<file path="config.mk">
export PLATFORM = sky130hd
export DESIGN_NAME = pipelined_register_file
export DESIGN_NICKNAME = d
export VERILOG_FILES = /design/src/rtl/rf_pkg.sv /design/src/rtl/rf_scoreboard.sv /design/src/rtl/pipelined_register_file.sv
export SDC_FILE = /design/constraint.sdc
export NUM_CORES = 2
export LEC_CHECK = 0
export ABC_CLOCK_PERIOD_IN_PS = 4200
export CAP_MARGIN = 20
export CORE_MARGIN = 1.5
export CORE_UTILIZATION = 57
export DETAILED_ROUTE_END_ITERATION = 16
export PLACE_DENSITY = 0.77
export SETUP_SLACK_MARGIN = 0.5
export SLEW_MARGIN = 20
export SYNTH_ARGS = -nofsm -noshare
export SYNTH_HDL_FRONTEND = slang
export SYNTH_HIERARCHICAL = 1
export SYNTH_SLANG_ARGS = --single-unit
</file>
<file path="constraint.sdc">
create_clock -name clk -period 4.2 [get_ports clk]
set_input_delay 0.63 -clock clk [delete_from_list [all_inputs] [get_ports clk]]
set_output_delay 0.63 -clock clk [all_outputs]
set_load 0.05 [all_outputs]
</file>
<file path="src/rtl/rf_pkg.sv">
// -----------------------------------------------------------------------------
// rf_pkg
// Shared constants and helpers for pipelined_register_file and rf_scoreboard.
//   - default parameter values for the register file
//   - DEPTH / CNT_MAX for the default configuration
//   - bus_slice and its wrappers, which extract one port's field from the
//     flattened Rsrc (addresses) and RA (read data) buses
// -----------------------------------------------------------------------------
package rf_pkg;

  localparam int DATA_W_DEF   = 32;
  localparam int ADDR_W_DEF   = 5;
  localparam int NUM_RD_DEF   = 2;
  localparam int ZERO_REG_DEF = 1;
  localparam int BYPASS_DEF   = 1;
  localparam int CNT_W_DEF    = 2;

  localparam int DEPTH   = 2 ** ADDR_W_DEF;
  localparam int CNT_MAX = 2 ** CNT_W_DEF - 1;

  // Widest flattened bus and widest single field the slicing helpers handle.
  localparam int BUS_MAX   = 1024;
  localparam int FIELD_MAX = 64;

  // Field idx of a bus made of equal-width fields, LSB-aligned and zero-padded.
  function automatic logic [FIELD_MAX-1:0] bus_slice(
    input logic [BUS_MAX-1:0] bus,
    input int unsigned        idx,
    input int unsigned        width
  );
    logic [BUS_MAX-1:0]   shifted;
    logic [FIELD_MAX-1:0] mask;
    shifted = bus >> (idx * width);
    mask    = (width >= FIELD_MAX) ? '1
                                   : ((FIELD_MAX'(1) << width) - FIELD_MAX'(1));
    return shifted[FIELD_MAX-1:0] & mask;
  endfunction

  // Read address of port `port` from the flattened Rsrc bus.
  function automatic logic [FIELD_MAX-1:0] rsrc_addr(
    input logic [BUS_MAX-1:0] bus,
    input int unsigned        port,
    input int unsigned        addr_w
  );
    return bus_slice(bus, port, addr_w);
  endfunction

  // Read data of port `port` from the flattened RA bus.
  function automatic logic [FIELD_MAX-1:0] ra_word(
    input logic [BUS_MAX-1:0] bus,
    input int unsigned        port,
    input int unsigned        data_w
  );
    return bus_slice(bus, port, data_w);
  endfunction

endpackage

</file>
<file path="src/rtl/rf_scoreboard.sv">
// -----------------------------------------------------------------------------
// rf_scoreboard
// Per-register pending-write counters for read-after-write hazard detection.
// Ports:
//   clk, reset_n    clock, synchronous active-low reset
//   rd_addr         read address of each read port
//   bypass_hit      per port: a live same-cycle writeback matches rd_addr
//   wr_en, wr_addr  writeback strobe and destination
//   issue, issue_rd issuing instruction and its destination
//   issue_ready     pending counter of issue_rd is not saturated
//   hazard          per port: source still has an unsatisfied pending write
//   wb_err          sticky: writeback arrived with no pending write
// -----------------------------------------------------------------------------
module rf_scoreboard
  import rf_pkg::*;
#(
  parameter int ADDR_W   = ADDR_W_DEF,
  parameter int NUM_RD   = NUM_RD_DEF,
  parameter int ZERO_REG = ZERO_REG_DEF,
  parameter int BYPASS   = BYPASS_DEF,
  parameter int CNT_W    = CNT_W_DEF
) (
  input  logic                           clk,
  input  logic                           reset_n,
  input  logic [NUM_RD-1:0][ADDR_W-1:0]  rd_addr,
  input  logic [NUM_RD-1:0]              bypass_hit,
  input  logic                           wr_en,
  input  logic [ADDR_W-1:0]              wr_addr,
  input  logic                           issue,
  input  logic [ADDR_W-1:0]              issue_rd,
  output logic                           issue_ready,
  output logic [NUM_RD-1:0]              hazard,
  output logic                           wb_err
);

  localparam int               NUM_REGS = 2 ** ADDR_W;
  localparam logic [CNT_W-1:0] PEND_MAX = '1;

  logic [CNT_W-1:0] pend      [NUM_REGS];
  logic [CNT_W-1:0] pend_next [NUM_REGS];
  logic             issue_take;
  logic             wb_orphan;

  // Readiness looks only at the current count; a same-cycle writeback does
  // not free a slot until the edge.
  assign issue_ready = (pend[issue_rd] != PEND_MAX);

  // The zero register never tracks writes, so r0 issues are accepted and ignored.
  assign issue_take = issue && issue_ready &&
                      !((ZERO_REG != 0) && (issue_rd == '0));

  assign wb_orphan  = wr_en && (pend[wr_addr] == '0) &&
                      !((ZERO_REG != 0) && (wr_addr == '0));

  // NOTE: every combinational output gets a default before any condition
  // touches it, so no path leaves it unassigned and no latch is inferred.
  always_comb begin
    for (int r = 0; r < NUM_REGS; r++) begin
      pend_next[r] = pend[r];
      if (issue_take && (issue_rd == ADDR_W'(r)))
        pend_next[r] = pend_next[r] + 1'b1;
      if (wr_en && (wr_addr == ADDR_W'(r)) && (pend[r] != '0))
        pend_next[r] = pend_next[r] - 1'b1;
    end
  end

  // NOTE: state is updated with non-blocking assignments so every flop
  // samples pre-edge values regardless of statement order.
  always_ff @(posedge clk) begin
    if (!reset_n) begin
      for (int r = 0; r < NUM_REGS; r++) pend[r] <= '0;
      wb_err <= 1'b0;
    end else begin
      for (int r = 0; r < NUM_REGS; r++) pend[r] <= pend_next[r];
      if (wb_orphan) wb_err <= 1'b1;
    end
  end

  // With exactly one outstanding write, a bypass hit satisfies it this
  // cycle; with more, a younger producer is still in flight.
  for (genvar i = 0; i < NUM_RD; i++) begin : g_hz
    assign hazard[i] = (pend[rd_addr[i]] != '0) &&
                       !((BYPASS != 0) && (pend[rd_addr[i]] == CNT_W'(1)) &&
                         bypass_hit[i]);
  end

endmodule

</file>
<file path="src/rtl/pipelined_register_file.sv">
// -----------------------------------------------------------------------------
// pipelined_register_file
// Single-write, multi-read register file with optional hardwired zero
// register, same-cycle writeback bypass and a pending-write scoreboard.
// Ports:
//   clk, reset_n     clock, synchronous active-low reset
//   Rsrc / RA        flattened read addresses / read data, port i at field i
//   HAZARD           per port: source has an unsatisfied outstanding write
//   Rdst, RY         writeback destination and data
//   RF_WRITE         writeback strobe
//   ISSUE, ISSUE_RD  instruction issue and its destination register
//   ISSUE_READY      ISSUE_RD can accept another outstanding write
//   WB_ERR           sticky: writeback with no matching pending write
// -----------------------------------------------------------------------------
module pipelined_register_file
  import rf_pkg::*;
#(
  parameter int DATA_W   = DATA_W_DEF,
  parameter int ADDR_W   = ADDR_W_DEF,
  parameter int NUM_RD   = NUM_RD_DEF,
  parameter int ZERO_REG = ZERO_REG_DEF,
  parameter int BYPASS   = BYPASS_DEF,
  parameter int CNT_W    = CNT_W_DEF
) (
  input  logic                       clk,
  input  logic                       reset_n,
  input  logic [NUM_RD*ADDR_W-1:0]   Rsrc,
  output logic [NUM_RD*DATA_W-1:0]   RA,
  output logic [NUM_RD-1:0]          HAZARD,
  input  logic [ADDR_W-1:0]          Rdst,
  input  logic [DATA_W-1:0]          RY,
  input  logic                       RF_WRITE,
  input  logic                       ISSUE,
  input  logic [ADDR_W-1:0]          ISSUE_RD,
  output logic                       ISSUE_READY,
  output logic                       WB_ERR
);

  localparam int NUM_REGS = 2 ** ADDR_W;

  logic [DATA_W-1:0]              regs [NUM_REGS];
  logic [NUM_RD-1:0][ADDR_W-1:0]  rd_addr;
  logic [NUM_RD-1:0]              bypass_hit;
  logic                           wr_live;

  // A write to r0 is discarded when r0 is hardwired to zero.
  assign wr_live = RF_WRITE && !((ZERO_REG != 0) && (Rdst == '0));

  // NOTE: the array is cleared on reset because the pipeline relies on
  // architecturally zeroed registers; that forces flops instead of a RAM macro.
  always_ff @(posedge clk) begin
    if (!reset_n) begin
      for (int r = 0; r < NUM_REGS; r++) regs[r] <= '0;
    end else if (wr_live) begin
      regs[Rdst] <= RY;
    end
  end

  for (genvar i = 0; i < NUM_RD; i++) begin : g_rd
    logic [DATA_W-1:0] rd_word;

    assign rd_addr[i]    = ADDR_W'(rsrc_addr(BUS_MAX'(Rsrc), i, ADDR_W));
    assign bypass_hit[i] = (BYPASS != 0) && wr_live && (Rdst == rd_addr[i]);

    always_comb begin
      if ((ZERO_REG != 0) && (rd_addr[i] == '0)) rd_word = '0;
      else if (bypass_hit[i])                    rd_word = RY;
      else                                       rd_word = regs[rd_addr[i]];
    end

    assign RA[i*DATA_W +: DATA_W] = rd_word;
  end

  rf_scoreboard #(
    .ADDR_W   (ADDR_W),
    .NUM_RD   (NUM_RD),
    .ZERO_REG (ZERO_REG),
    .BYPASS   (BYPASS),
    .CNT_W    (CNT_W)
  ) u_scoreboard (
    .clk         (clk),
    .reset_n     (reset_n),
    .rd_addr     (rd_addr),
    .bypass_hit  (bypass_hit),
    .wr_en       (RF_WRITE),
    .wr_addr     (Rdst),
    .issue       (ISSUE),
    .issue_rd    (ISSUE_RD),
    .issue_ready (ISSUE_READY),
    .hazard      (HAZARD),
    .wb_err      (WB_ERR)
  );

endmodule

</file>
==> results.yml <==
drt:
  drcViolationCount: 0
  wl_per_cell_um: 35.4
  vias: 45800
  avgViaCountPerCell: 7.31
  drt_iter0_markers: 8098
  postRouteAntennaNets: 0
  drt_wl_total_um: 221000
  drtPass1Iterations: 7
timing:
  fin_tns_setup_ns: 0
  slew_headroom: 0.142
  fin_crit_sh: 0.890
  finalHoldViolations: 0
  setup-violations-final: 0
  finClkSkew_ns: 0.0141
  slew_violations: 0
  rsz0062_at_grt: "yes"
  max_freq_mhz: 267
  worst_slew_pin_slew_ns: 1.28
  fin_crit_ns: 3.74
die:
  pin_count: 124
  fp.dieArea_um2: 112000
  core_um2: 109000
  rows: 121
  initial_utilization: 0.575
  die_h_um: 334
  dieWidth_um: 334
logic_synthesis:
  synth_ff_type: "edfxtp_1"
  synth_xor_area_frac: 0.0139
  postSynthCellCount: 4630
  synth_compound_area_frac: 0.0724
  ys_ff_latch: 1089
  yosys_warnings: 6
  synth_edf_count: 1024
  avgSynthCellArea_um2: 13.5
  netlist_area_um2: 62500
  async_flop_share: 0
  synthAdderAreaFrac: 0.00641
  synth.mux.area_fraction: 0.213
  synthSimpleGateAreaFrac: 0.141
  synth_top_family_by_area: "multiplexers"
  synth_seq_area_share: 0.513
  synth.distinct_cells: 84
pwr:
  p_leak_nw: 25.2
  ir_worst_vdd_mv: 0.343
  power.density_nw_per_um2: 380
setup_path:
  cp-start-kind: "input port"
  path_class: "input port to output pin"
  cp_data_arrival_time_ns: 3.11
  cp-end-kind: "output pin"
  crit_path_max_fanout: 28
  crit_required_ns: 3.57
placement:
  gp_congestion: 0.954
  place_hpwl_um: 139000
  dp_cells: 6019
  portBuffers: 123
grt:
  first_global_vias: 44700
  grt_pass1_wl_um: 313000
  grt_usage: 0.393
  antenna_found_initial: 14
  grt_max_degree: 98
  grt_overflow: 0
layout:
  nets: 4821
  utilization: 0.662
  drive_gt1_frac: 0.250
  syn_to_final_growth_pct: 15.1
  layout.cells.non_filler: 6256
  fillers: 7451
flow_run:
  max_cap_viol_count: 0
clock_tree:
  clk_latency_ns: 0.75
  postCtsHoldBufs: 0
  cts.sinks: 1089
  clk_pin_slew_ns: 0.06
  clockBufferDepth: 3
  cts_htree_levels: 3
  cts_made_buffers: 114
  cts_root_buf: "clkbuf_16"
  cts_tree: "yes"
outcome:
  status: "completed"
worst_hold_path:
  hold_class: "input port to register"
==> cells in the final DEF (no fill, tap or decap), types with 13 or more instances in the layout <==
cell	netlist	final
and2_1	1028	1027
mux2_1	15	15
clkdlybuf4s50_1	0	39
a211oi_2	11	25
a211oi_1	54	40
buf_4	31	232
nor4_1	17	17
o21ai_4	0	32
a32o_1	32	32
dfxtp_1	65	65
inv_1	87	83
mux2i_1	281	278
o221ai_1	31	31
nand2_1	186	186
clkbuf_1	331	17
mux4_2	432	432
buf_12	0	121
nor3_1	53	51
nor2_4	0	32
a21oi_1	59	58
clkbuf_16	0	117
clkinv_1	0	29
o21ai_0	46	15
bufinv_16	0	13
edfxtp_1	1024	1024
ha_1	32	32
nor2_1	101	68
a21boi_1	16	16
xnor2_1	84	84
clkinv_2	0	26
o211a_1	14	14
xor2_1	15	15
conb_1	1	32
a221oi_1	28	28
o22ai_1	75	75
a22oi_1	50	50
a221o_1	50	49
mux2_2	52	52
==> path summary, 6_finish.rpt <==
kind                            slack, ns                  endpoint  depth (start not counted)                startpoint
worst max-delay path                 0.46                    RA[20]                          8                   Rsrc[2]
worst min-delay path                 0.54       u_scoreboard/wb_err                          3                   reset_n
worst max register to register       1.58  u_scoreboard/pend[15][1]                          7   u_scoreboard/pend[2][0]
worst min register to register       0.57  u_scoreboard/pend[25][1]                          2  u_scoreboard/pend[25][0]
==> cell usage after synthesis, drive strengths merged, types with 13 or more instances <==
master | n | share of area
edfxtp | 1024 | 0.49
xor2 | 15 | 0.0021
a32o | 32 | 0.0051
a31oi | 15 | 0.0015
ha | 32 | 0.0064
nor2 | 101 | 0.0061
or3 | 13 | 0.0013
a21oi | 60 | 0.0049
o211a | 14 | 0.0022
a211oi | 70 | 0.010
a22oi | 52 | 0.0064
clkbuf | 331 | 0.020
nor3 | 54 | 0.0044
buf | 141 | 0.015
inv | 89 | 0.0054
a221o | 50 | 0.0080
a221oi | 30 | 0.0044
nand2 | 189 | 0.012
mux2i | 281 | 0.045
and2 | 1029 | 0.10
xnor2 | 84 | 0.012
o21ai | 54 | 0.0043
nor4 | 34 | 0.0064
mux4 | 432 | 0.16
dfxtp | 65 | 0.021
a21boi | 16 | 0.0019
o221ai | 31 | 0.0043
o22ai | 75 | 0.0075
mux2 | 67 | 0.012
==> layout make-up <==
type,count,area (um2),share of cell area
Timing Repair Buffer,428,5210,0.0724
Antenna cell,11,27.5,0.000383
Clock inverter,83,772,0.0107
Sequential cell,1089,32100,0.446
Inverter,89,343,0.00477
Tap cell,1414,1770,0.0246
Clock buffer,131,2920,0.0406
Multi-Input combinational cell,3011,28800,0.401
==> layer usage <==
metal  share of wire  up-vias  GRT usage
met1            0.33    22300      0.508
met2            0.43     4473      0.569
met5         0.00043        -          0
li1                -    17900          -
met4           0.080       12      0.255
met3            0.16     1105      0.135
==> worst max-delay path: stages <==
cell,delay (ns)
buf_4,0.34
buf_12,0.28
or2_2,0.41
buf_12,0.26
o22ai_1,0.12
o41a_1,0.47
a211oi_2,0.36
buf_12,0.18
==> registers in the layout (all words and copies together), names as in the netlist, named ones only <==
signal and flops:
regs 1024, u_scoreboard/pend 63, u_scoreboard/wb_err 1
==> per-stage QoR <==
step | hold WS [ns] | worst slack (ns) | power, W | area [um2]
floorplan | 0.496 | 0.0107 | 0.0153 | 62700
global route | 0.567 | 0.465 | 0.0278 | 71900
detailed placement | 0.555 | 0.212 | 0.0172 | 67800
finish | 0.544 | 0.460 | 0.0273 | 71900
global placement | 0.532 | 0.233 | 0.0171 | 67700
CTS | 0.556 | 0.514 | 0.0271 | 71600
==> power by group <==
part	total [W]	switching (W)	internal, W
combinational	0.00438	0.00257	0.00181
sequential	0.0128	0.000329	0.0124
clock	0.0102	0.00444	0.00576
total	0.0273	0.00733	0.0200
==> logic make-up (layout without fill, tap and decap cells) <==
logic type      Yosys count  count (layout)
mux                     780             780
flops                  1089            1089
xor+xnor                 99              99
simple gates           1497            1497
compound gates          571             571
other cells               1              43
fa+ha+maj                32              32
buf+inv                 561             731
==> what timing repair did <==
item,in CTS,in global routing
setup buffers,1,7
resized for setup,22,30
cloned,1,2
pin swaps,1,0
endpoints found under the setup margin,67,48
(Power assumes the default switching activity.)
